--- config.mk ---
export PLATFORM = sky130hd
export DESIGN_NAME = fmr_vote_manager_flat
export DESIGN_NICKNAME = d
export VERILOG_FILES = /design/src/rtl/fmr_pkg.sv /design/src/rtl/fmr_vote_manager_if.sv /design/src/rtl/fmr_disagree_ctr.sv /design/src/rtl/fmr_vote_manager.sv /design/src/flat_wrapper.sv
export SDC_FILE = /design/constraint.sdc
export NUM_CORES = 1
export LEC_CHECK = 0
export ABC_CLOCK_PERIOD_IN_PS = 15000
export CAP_MARGIN = 20
export CORE_ASPECT_RATIO = 1.4
export CORE_MARGIN = 2
export CORE_UTILIZATION = 42
export DETAILED_ROUTE_END_ITERATION = 12
export GPL_TIMING_DRIVEN = 1
export HOLD_SLACK_MARGIN = 0.03
export PLACE_DENSITY = 0.59
export SYNTH_ARGS = -nofsm -noshare
export SYNTH_HDL_FRONTEND = slang
export SYNTH_SLANG_ARGS = --single-unit
--- constraint.sdc ---
create_clock -name clk -period 15 [get_ports clk]
set_input_delay 1.5 -clock clk [delete_from_list [all_inputs] [get_ports clk]]
set_output_delay 1.5 -clock clk [all_outputs]
set_load 0.02 [all_outputs]
--- src/rtl/fmr_pkg.sv ---
// fmr_pkg: definitions shared by the 5MR fault-management controller.
//   - fmr_state_t : operating mode encoding (NORMAL / DEGRADED / FAILED)
//   - NUM_REPLICAS: number of redundant replicas feeding the voter
//   - popcount5   : number of set bits in a replica-wide vector
package fmr_pkg;

    localparam int NUM_REPLICAS = 5;

    typedef enum logic [1:0] {
        ST_NORMAL   = 2'd0,
        ST_DEGRADED = 2'd1,
        ST_FAILED   = 2'd2
    } fmr_state_t;

    function automatic logic [2:0] popcount5(input logic [NUM_REPLICAS-1:0] v);
        logic [2:0] c;
        c = '0;
        for (int i = 0; i < NUM_REPLICAS; i++) begin
            c = c + {2'b00, v[i]};
        end
        return c;
    endfunction

endpackage

--- src/rtl/fmr_vote_manager_if.sv ---
// fmr_vote_manager_if: sample / status bundle of the 5MR vote manager.
//   X, X_valid  : replica outputs and their sample strobe
//   clr         : repair pulse (unmask all, zero counters)
//   Z, Z_valid  : registered majority vote and its update strobe
//   tie         : even split of an even active set on the voted sample
//   mask        : 1 = replica excluded from voting
//   state       : operating mode (fmr_pkg::fmr_state_t encoding)
//   fault_irq   : one-cycle pulse when any replica becomes masked
// master = sample source / supervisor, slave = vote manager.
interface fmr_vote_manager_if;
    import fmr_pkg::*;

    logic [NUM_REPLICAS-1:0] X;
    logic                    X_valid;
    logic                    clr;
    logic                    Z;
    logic                    Z_valid;
    logic                    tie;
    logic [NUM_REPLICAS-1:0] mask;
    logic [1:0]              state;
    logic                    fault_irq;

    modport master (
        output X, X_valid, clr,
        input  Z, Z_valid, tie, mask, state, fault_irq
    );

    modport slave (
        input  X, X_valid, clr,
        output Z, Z_valid, tie, mask, state, fault_irq
    );

endinterface

--- src/rtl/fmr_disagree_ctr.sv ---
// fmr_disagree_ctr: per-replica saturating leaky disagreement counter.
//   clk, rst  : clock, asynchronous active-high reset
//   step      : apply one update this cycle (otherwise the count is frozen)
//   up        : 1 = replica disagreed (count up), 0 = agreed (count down)
//   clr       : zero the counter (wins over step)
//   hit_next  : combinational, value the threshold flag takes on this edge
//   at_thresh : registered, count >= THRESH
module fmr_disagree_ctr #(
    parameter int CW     = 4,
    parameter int THRESH = 8
) (
    input  logic clk,
    input  logic rst,
    input  logic step,
    input  logic up,
    input  logic clr,
    output logic hit_next,
    output logic at_thresh
);

    localparam logic [CW-1:0] CNT_MAX = {CW{1'b1}};
    localparam logic [CW-1:0] THR     = CW'(THRESH);

    logic [CW-1:0] cnt_reg;
    logic [CW-1:0] cnt_next;
    logic          at_thresh_reg;

    always_comb begin
        cnt_next = cnt_reg;
        if (clr) begin
            cnt_next = '0;
        end else if (step) begin
            if (up) begin
                if (cnt_reg != CNT_MAX) cnt_next = cnt_reg + CW'(1);
            end else begin
                if (cnt_reg != '0) cnt_next = cnt_reg - CW'(1);
            end
        end
    end

    // Exposed so the parent can see the post-update mask on the same edge.
    assign hit_next = (cnt_next >= THR);

    always_ff @(posedge clk or posedge rst) begin
        if (rst) begin
            cnt_reg       <= '0;
            at_thresh_reg <= 1'b0;
        end else begin
            cnt_reg       <= cnt_next;
            at_thresh_reg <= hit_next;
        end
    end

    assign at_thresh = at_thresh_reg;

endmodule

--- src/rtl/fmr_vote_manager.sv ---
// fmr_vote_manager: majority voter and fault manager for a 5MR datapath.
//   clk, rst : clock, asynchronous active-high reset
//   bus      : fmr_vote_manager_if.slave (samples in, vote/status out)
// Each accepted sample is voted over the unmasked replicas, every active
// replica's disagreement counter is stepped against the new majority, and
// replicas whose counter reaches THRESH are masked. The mode walks
// NORMAL -> DEGRADED -> FAILED as replicas drop out; only clr recovers.
module fmr_vote_manager
    import fmr_pkg::*;
#(
    parameter int CW     = 4,
    parameter int THRESH = 8
) (
    input  logic                clk,
    input  logic                rst,
    fmr_vote_manager_if.slave   bus
);

    logic [NUM_REPLICAS-1:0] mask_now;
    logic [NUM_REPLICAS-1:0] mask_next;
    logic [NUM_REPLICAS-1:0] active;
    logic [NUM_REPLICAS-1:0] step;
    logic [NUM_REPLICAS-1:0] up;
    logic [2:0]              n_act;
    logic [2:0]              n_next;
    logic [2:0]              ones;
    logic [3:0]              ones2;
    logic [3:0]              n_cmp;
    logic                    sample;
    logic                    is_tie;
    logic                    maj;

    fmr_state_t state_reg;
    fmr_state_t state_next;
    logic       z_reg;
    logic       z_valid_reg;
    logic       tie_reg;
    logic       irq_reg;

    assign active = ~mask_now;
    assign n_act  = popcount5(active);
    assign ones   = popcount5(bus.X & active);
    assign ones2  = {ones, 1'b0};
    assign n_cmp  = {1'b0, n_act};

    // clr drops the sample; FAILED ignores samples entirely.
    assign sample = bus.X_valid && !bus.clr && (state_reg != ST_FAILED);
    assign is_tie = (ones2 == n_cmp);

    // A tie keeps the previous vote.
    always_comb begin
        maj = z_reg;
        if (ones2 > n_cmp)      maj = 1'b1;
        else if (ones2 < n_cmp) maj = 1'b0;
    end

    // On a tie there is no reference value, so no counter moves.
    assign step = {NUM_REPLICAS{sample && !is_tie}} & active;
    assign up   = bus.X ^ {NUM_REPLICAS{maj}};

    // The registered threshold flags are the mask: a masked counter is
    // frozen at or above THRESH, and clr zeroes it together with the flag.
    generate
        for (genvar gi = 0; gi < NUM_REPLICAS; gi++) begin : g_ctr
            fmr_disagree_ctr #(
                .CW     (CW),
                .THRESH (THRESH)
            ) u_ctr (
                .clk       (clk),
                .rst       (rst),
                .step      (step[gi]),
                .up        (up[gi]),
                .clr       (bus.clr),
                .hit_next  (mask_next[gi]),
                .at_thresh (mask_now[gi])
            );
        end
    endgenerate

    assign n_next = popcount5(~mask_next);

    // Mode follows the post-update active count; FAILED only leaves on clr.
    always_comb begin
        state_next = state_reg;
        if (bus.clr) begin
            state_next = ST_NORMAL;
        end else if (state_reg != ST_FAILED) begin
            if (n_next < 3'd3)      state_next = ST_FAILED;
            else if (n_next < 3'd5) state_next = ST_DEGRADED;
        end
    end

    always_ff @(posedge clk or posedge rst) begin
        if (rst) begin
            state_reg   <= ST_NORMAL;
            z_reg       <= 1'b0;
            z_valid_reg <= 1'b0;
            tie_reg     <= 1'b0;
            irq_reg     <= 1'b0;
        end else begin
            state_reg   <= state_next;
            if (sample) z_reg <= maj;
            z_valid_reg <= sample;
            tie_reg     <= sample && is_tie;
            irq_reg     <= |(mask_next & ~mask_now);
        end
    end

    assign bus.Z         = z_reg;
    assign bus.Z_valid   = z_valid_reg;
    assign bus.tie       = tie_reg;
    assign bus.mask      = mask_now;
    assign bus.state     = state_reg;
    assign bus.fault_irq = irq_reg;

endmodule
--- src/flat_wrapper.sv ---
// flat-port wrapper written by rule: the top's interface ports become plain ports
module fmr_vote_manager_flat import fmr_pkg::*;
#(
    parameter int CW     = 4,
    parameter int THRESH = 8
)
  (clk, rst, bus_X, bus_X_valid, bus_clr, bus_Z, bus_Z_valid, bus_tie, bus_mask, bus_state, bus_fault_irq);
  fmr_vote_manager_if bus_i ();
  input  logic clk;
  input  logic rst;
  input wire logic [$bits(bus_i.X)-1:0] bus_X;
  input wire logic [$bits(bus_i.X_valid)-1:0] bus_X_valid;
  input wire logic [$bits(bus_i.clr)-1:0] bus_clr;
  output wire logic [$bits(bus_i.Z)-1:0] bus_Z;
  output wire logic [$bits(bus_i.Z_valid)-1:0] bus_Z_valid;
  output wire logic [$bits(bus_i.tie)-1:0] bus_tie;
  output wire logic [$bits(bus_i.mask)-1:0] bus_mask;
  output wire logic [$bits(bus_i.state)-1:0] bus_state;
  output wire logic [$bits(bus_i.fault_irq)-1:0] bus_fault_irq;
  assign bus_i.X = bus_X;
  assign bus_i.X_valid = bus_X_valid;
  assign bus_i.clr = bus_clr;
  assign bus_Z = bus_i.Z;
  assign bus_Z_valid = bus_i.Z_valid;
  assign bus_tie = bus_i.tie;
  assign bus_mask = bus_i.mask;
  assign bus_state = bus_i.state;
  assign bus_fault_irq = bus_i.fault_irq;
  fmr_vote_manager #(.CW(CW), .THRESH(THRESH)) u_core (.clk(clk), .rst(rst), .bus(bus_i));
endmodule
## After elaboration in Yosys (flattened, before gate mapping)

Index checks and enable logic that the tools add are counted.

- Multiplexer cells: 31
- Add/subtract/negate cells: 22
- Reduce and logical (&&, ||, !) cells: 15
- Magnitude comparators: 9
- Bitwise gates (word level): 6
- Equal/unequal tests: 7

Operator list:

| operator | number |
|---|---|
| 2-to-1 mux 4 bit | 25 |
| adder 3 x 1 -> 3 bit | 9 |
| adder 4 x 1 -> 4 bit (second input constant) | 5 |
| >= comparator 4 bit (second input constant) | 5 |
| inequality test 4 bit (second input constant) | 5 |
| nonzero test 4 bit | 5 |
| subtractor 4 x 1 -> 4 bit (second input constant) | 5 |
| AND 5 bit | 3 |
| NOT 5 bit | 2 |
| 2-to-1 mux 2 bit | 4 |
| adder 1 x 1 -> 2 bit | 3 |
| OR reduction 5 bit | 1 |
| bitwise XOR 5 bit | 1 |
| equality test 4 x 3 -> 1 bit | 1 |
| > comparator 4 x 3 -> 1 bit | 1 |
| logical AND 1 bit | 4 |
| less-than comparator 4 x 3 -> 1 bit | 1 |
| less-than comparator 3 x 2 -> 1 bit (second input constant) | 1 |
| less-than comparator 3 bit (second input constant) | 1 |
| nonzero test 3 bit | 1 |
| logical NOT 1 bit | 2 |
| 2-to-1 mux 1 bit | 2 |
| inequality test 2 bit (second input constant) | 1 |
| AND reduction 2 bit | 1 |
| nonzero test 2 bit | 1 |

- Bits of input ports: 9
- Output and inout port bits: 11
- Bits in registers: 31

## Longest topological paths before layout

- Depth in word-level cells: 24
- Depth in mapped cells: 23
- Gate-level depth less buffers: 22

## Hierarchy

From an unflattened synthesis, not the netlist that was laid out.

- Cell total of the unflattened synthesis: 296
- Area total of the unflattened synthesis: 2706.3 µm²

Modules (own cells, without submodules):

| module | cells an instance | times used | area each (µm²) | seq. area each (µm²) |
|---|---|---|---|---|
| fmr_disagree_ctr | 45 | 5 | 405.4 | 125.1 |
| fmr_vote_manager | 71 | 1 | 679.4 | 150.1 |

## Worst setup path before layout

No wires, ideal clock.

- Path type: input to register
- From: input bus_X[0]
- To: register u_core.state_reg[0] (netlist: u_core.bus.state[0])
- Arrival time: 6.991 ns
- Stages on the path: 22
- Data required time: 14.875 ns
- Buffers on the path: 1
- Slack: 7.883 ns
- Cell sequence: inv_1 -> nor2_1 -> ha_1 -> fa_1 -> ha_1 -> fa_1 -> ha_1 -> nor4bb_1 -> buf_2 -> a2111oi_2 -> a211o_1 -> mux2i_1 -> nor2_1 -> or3_1 -> ha_1 -> inv_1 -> fa_1 -> inv_1 -> ha_1 -> fa_1 -> or2_2 -> a2111oi_0

- Word-level cells in the longest chain between the ends: 22
- Elaborated cells on any way between the ends: 46

Ends and longest elaborated chain:

| element | RTL line | RTL |
|---|---|---|
| from (decl) | flat_wrapper.sv:11 | `input wire logic [$bits(bus_i.X)-1:0] bus_X;` |
| AND 5 bit | fmr_vote_manager.sv:42 | `assign ones = popcount5(bus.X & active);` |
| adder 1 x 1 -> 2 bit | fmr_pkg.sv:19 | `c = c + {2'b00, v[i]};` |
| adder 3 x 1 -> 3 bit (3 in series) | fmr_pkg.sv:19 |  |
| less-than comparator 4 x 3 -> 1 bit | fmr_vote_manager.sv:54 | `else if (ones2 < n_cmp) maj = 1'b0;` |
| 2-to-1 mux 1 bit | fmr_vote_manager.sv:54 |  |
| 2-to-1 mux 1 bit | fmr_vote_manager.sv:53 | `if (ones2 > n_cmp) maj = 1'b1;` |
| bitwise XOR 5 bit | fmr_vote_manager.sv:59 | `assign up = bus.X ^ {NUM_REPLICAS{maj}};` |
| 2-to-1 mux 4 bit | fmr_disagree_ctr.sv:33 | `if (up) begin` |
| [... 3 more ...] | -- |  |
| NOT 5 bit * | fmr_vote_manager.sv:80 | `assign n_next = popcount5(~mask_next);` |
| adder 1 x 1 -> 2 bit | fmr_pkg.sv:19 |  |
| adder 3 x 1 -> 3 bit (2 in series) | fmr_pkg.sv:19 |  |
| adder 3 x 1 -> 3 bit * | fmr_pkg.sv:19 |  |
| less-than comparator 3 x 2 -> 1 bit | fmr_vote_manager.sv:88 | `if (n_next < 3'd3) state_next = ST_FAILED;` |
| 2-to-1 mux 2 bit | fmr_vote_manager.sv:88 |  |
| 2-to-1 mux 2 bit | fmr_vote_manager.sv:87 | `end else if (state_reg != ST_FAILED) begin` |
| 2-to-1 mux 2 bit | fmr_vote_manager.sv:85 | `if (bus.clr) begin` |
| to (signal assigned) | fmr_vote_manager.sv:101 | `state_reg <= state_next;` |
| to (decl) | fmr_vote_manager.sv:33 | `fmr_state_t state_reg;` |

Every way passes the cells marked *; elsewhere a longest branch is shown, timed or not. The select of a mux whose other input is x is not followed.
A chain may end at the register's enable or synchronous reset.

## Worst setup path after layout

- From: input bus_X[1]
- To: register u_core.state_reg[0] (netlist: u_core.bus.state[0])

Same word-level chain as after synthesis.

==> flow_metrics.tcl <==
set metrics [dict create \
    initial_core_util 0.432 \
    yosysUniqueCellTypes 53 \
    rows 35 \
    cts.sinks 31 \
    overflow 0 \
    start_kind "primary input" \
    syn_inst 327 \
    drive_gt1_frac 0.121 \
    final_common_cell "nor2_1" \
    port_buffers 19 \
    drt_iter0_drc 103 \
    dp_hpwl_mm 5.09 \
    synth.avg_cell_area_um2 8.62 \
    period_share 0.521 \
    grt_pass1_wl_mm 11.6 \
    clock.fmax_mhz 128 \
    htreeDepth 2 \
    route.met2.wl_mm 3.40 \
    hold_path_class "register to register" \
    antenna_cells 0 \
    grt_pass1_vias 2379 \
    wl_per_cell_um 16.5 \
    clkTransAtPathRegs_ns 0.07 \
    multi_input_area_um2 1840 \
    drt-met1-wl_mm 3.06 \
    route.detailed.drc 0 \
    post_cts_buffers 0 \
    finalCriticalPeriod_ns 7.81 \
    critical_path_class "primary input to register" \
    arrival_ns 7.98 \
    vias 2400 \
    antenna_left 0 \
    worst_hold_slack_ns 0.598 \
    wirelength_mm 6.81 \
    fin_ws_ns 7.19 \
    cts_made_buffers 5 \
    seqCellArea_um2 776 \
    ys_seq_elements 31 \
    hold_buffers 0 \
    gp_congestion 0.876 \
    synth-seq-area-share 0.275 \
    drv_slew 0 \
    highest-signal-layer "met4" \
    die_width_um 73.2 \
    rsz0062_at_grt "no" \
    yosysWarnings 0 \
    die_h_um 101 \
    syn-cell-area_um2 2820 \
    via_per_inst 5.80 \
    finalSetupViolations 0 \
    dr_wl_met3_um 184 \
    area_growth_pct 11.0 \
    drv_cap 0 \
    first_pass_iters 4 \
    fin_nets 372 \
    core-area_um2 6530 \
    dieArea_um2 7390 \
    status "completed" \
    crit_required_ns 15.17 \
    tns_ns 0 \
    nFillCells 651 \
    tightest_slew_ns 0.981 \
    pre_cts_ws_ns 6.89 \
    relSlewSlack 0.340 \
    synthFlopType "dfrtp_1" \
    grt_start_max_net_pins 32 \
    antenna_found_initial 0 \
    synthArstFlopShare 1.00 \
    cts-resized-gates 0 \
    ios 20 \
    layout_common_cells "36 x nor2_1, 31 x inv_1, 31 x dfrtp_1, 19 x a21oi_1, 19 x clkdlybuf4s50_1" \
    grt_use_total 0.200 \
    synth_nets 360 \
    hold_viol_final 0 \
    ctsRootBufferMaster "clkbuf_8" \
    end_kind "register" \
    insertion_delay_ns 0.29 \
    clk_path_buf_depth 2 \
    cts_tree "yes" \
    synth_edf_count 0 \
    largest_reg_flops 20 \
    skew_ns 0.00911 \
    cp_max_fo 12 \
]
per-layer routing:
metal  vias up  global-route usage
li1       1221                   -
met1      1127               0.255
met2        40               0.338
met3        12              0.0310
met4         0              0.0670
met5         -                   0
worst max-delay path, stage by stage:
cell and delay, ns:
clkdlybuf4s50_1 0.52, inv_1 0.08, nor2_1 0.13, ha_1 0.26, fa_1 0.48, ha_1 0.22, fa_1 0.44, ha_1 0.36
nor2_1 0.48, a21o_1 0.41, a211o_1 0.28, mux2i_1 0.23, nor2_1 0.09, or3_1 0.35, ha_1 0.28, inv_1 0.05
fa_1 0.49, inv_1 0.04, ha_1 0.18, fa_1 0.45, or2_2 0.32, a2111oi_0 0.33
worst paths after layout:
kind,startpoint,to,slack [ns],cells past startpoint
worst max-delay path,bus_X[1],u_core.bus.state[0]$_DFFE_PP0P_,7.19,22
worst max register to register,u_core.g_ctr[0].u_ctr.at_thresh$_DFF_PP0_,u_core.bus.state[0]$_DFFE_PP0P_,8.55,20
worst min-delay path,u_core.bus.Z$_DFFE_PP0P_,u_core.bus.Z$_DFFE_PP0P_,0.60,2
min in group asynchronous,rst,u_core.g_ctr[3].u_ctr.cnt_reg[3]$_DFF_PP0_,1.60,3
max in group asynchronous,rst,u_core.g_ctr[3].u_ctr.cnt_reg[2]$_DFF_PP0_,13.11,3
worst min register to register,u_core.bus.Z$_DFFE_PP0P_,u_core.bus.Z$_DFFE_PP0P_,0.60,2
cell usage after synthesis, types with 3 or more instances:
library cell | number | area share
nor2_1 | 36 | 0.048
dfrtp_1 | 31 | 0.28
inv_1 | 31 | 0.041
a21oi_1 | 19 | 0.034
ha_1 | 18 | 0.080
nand2_1 | 14 | 0.019
nand3_1 | 14 | 0.025
nor3_1 | 12 | 0.021
o21ai_0 | 11 | 0.020
clkbuf_1 | 9 | 0.012
nor3b_1 | 8 | 0.021
o221a_2 | 8 | 0.032
mux2i_1 | 7 | 0.025
a2111oi_0 | 6 | 0.019
a211oi_1 | 6 | 0.016
fa_1 | 6 | 0.043
nand4_1 | 6 | 0.013
buf_4 | 5 | 0.013
mux2_2 | 5 | 0.020
nand2b_1 | 5 | 0.011
o21a_1 | 5 | 0.013
xnor2_1 | 5 | 0.016
a211o_1 | 4 | 0.012
a211oi_2 | 4 | 0.018
a21bo_2 | 4 | 0.014
or3_1 | 4 | 0.0089
a31oi_1 | 3 | 0.0067
and3_1 | 3 | 0.0067
buf_2 | 3 | 0.0053
nor2b_1 | 3 | 0.0067
nor4_1 | 3 | 0.0067
or2_2 | 3 | 0.0067
through the flow:
stage | area [µm²] | std cells | utilization
after floorplan | 2820 | 327 | -
after global placement | 3050 | 406 | 0.467
after detailed placement | 3050 | 406 | 0.467
after CTS | 3130 | 414 | 0.480
after global routing | 3130 | 414 | 0.480
final | 3130 | 414 | 0.480
layout make-up:
| class | count | share of cell area |
|---|---|---|
| clock inverters | 1 | 0.00160 |
| clock buffers | 7 | 0.0244 |
| well taps | 74 | 0.0296 |
| repair buffers | 23 | 0.0704 |
| flip-flops and latches | 31 | 0.248 |
| multi-input cells | 247 | 0.589 |
| inverters | 31 | 0.0372 |
cell families after synthesis:
group	after synthesis	share of synthesized area
muxes	12	0.0448
adders and majority gates	24	0.123
buffers and inverters	49	0.0732
AOI/OAI and AO/OA	85	0.243
xor gates and xnor gates	5	0.0155
DFF	31	0.275
and+or+nand+nor	121	0.226
Power is left out: the tool's default activity adds up to more than one toggle a clock period on the data nets, which glitch-free logic cannot reach.
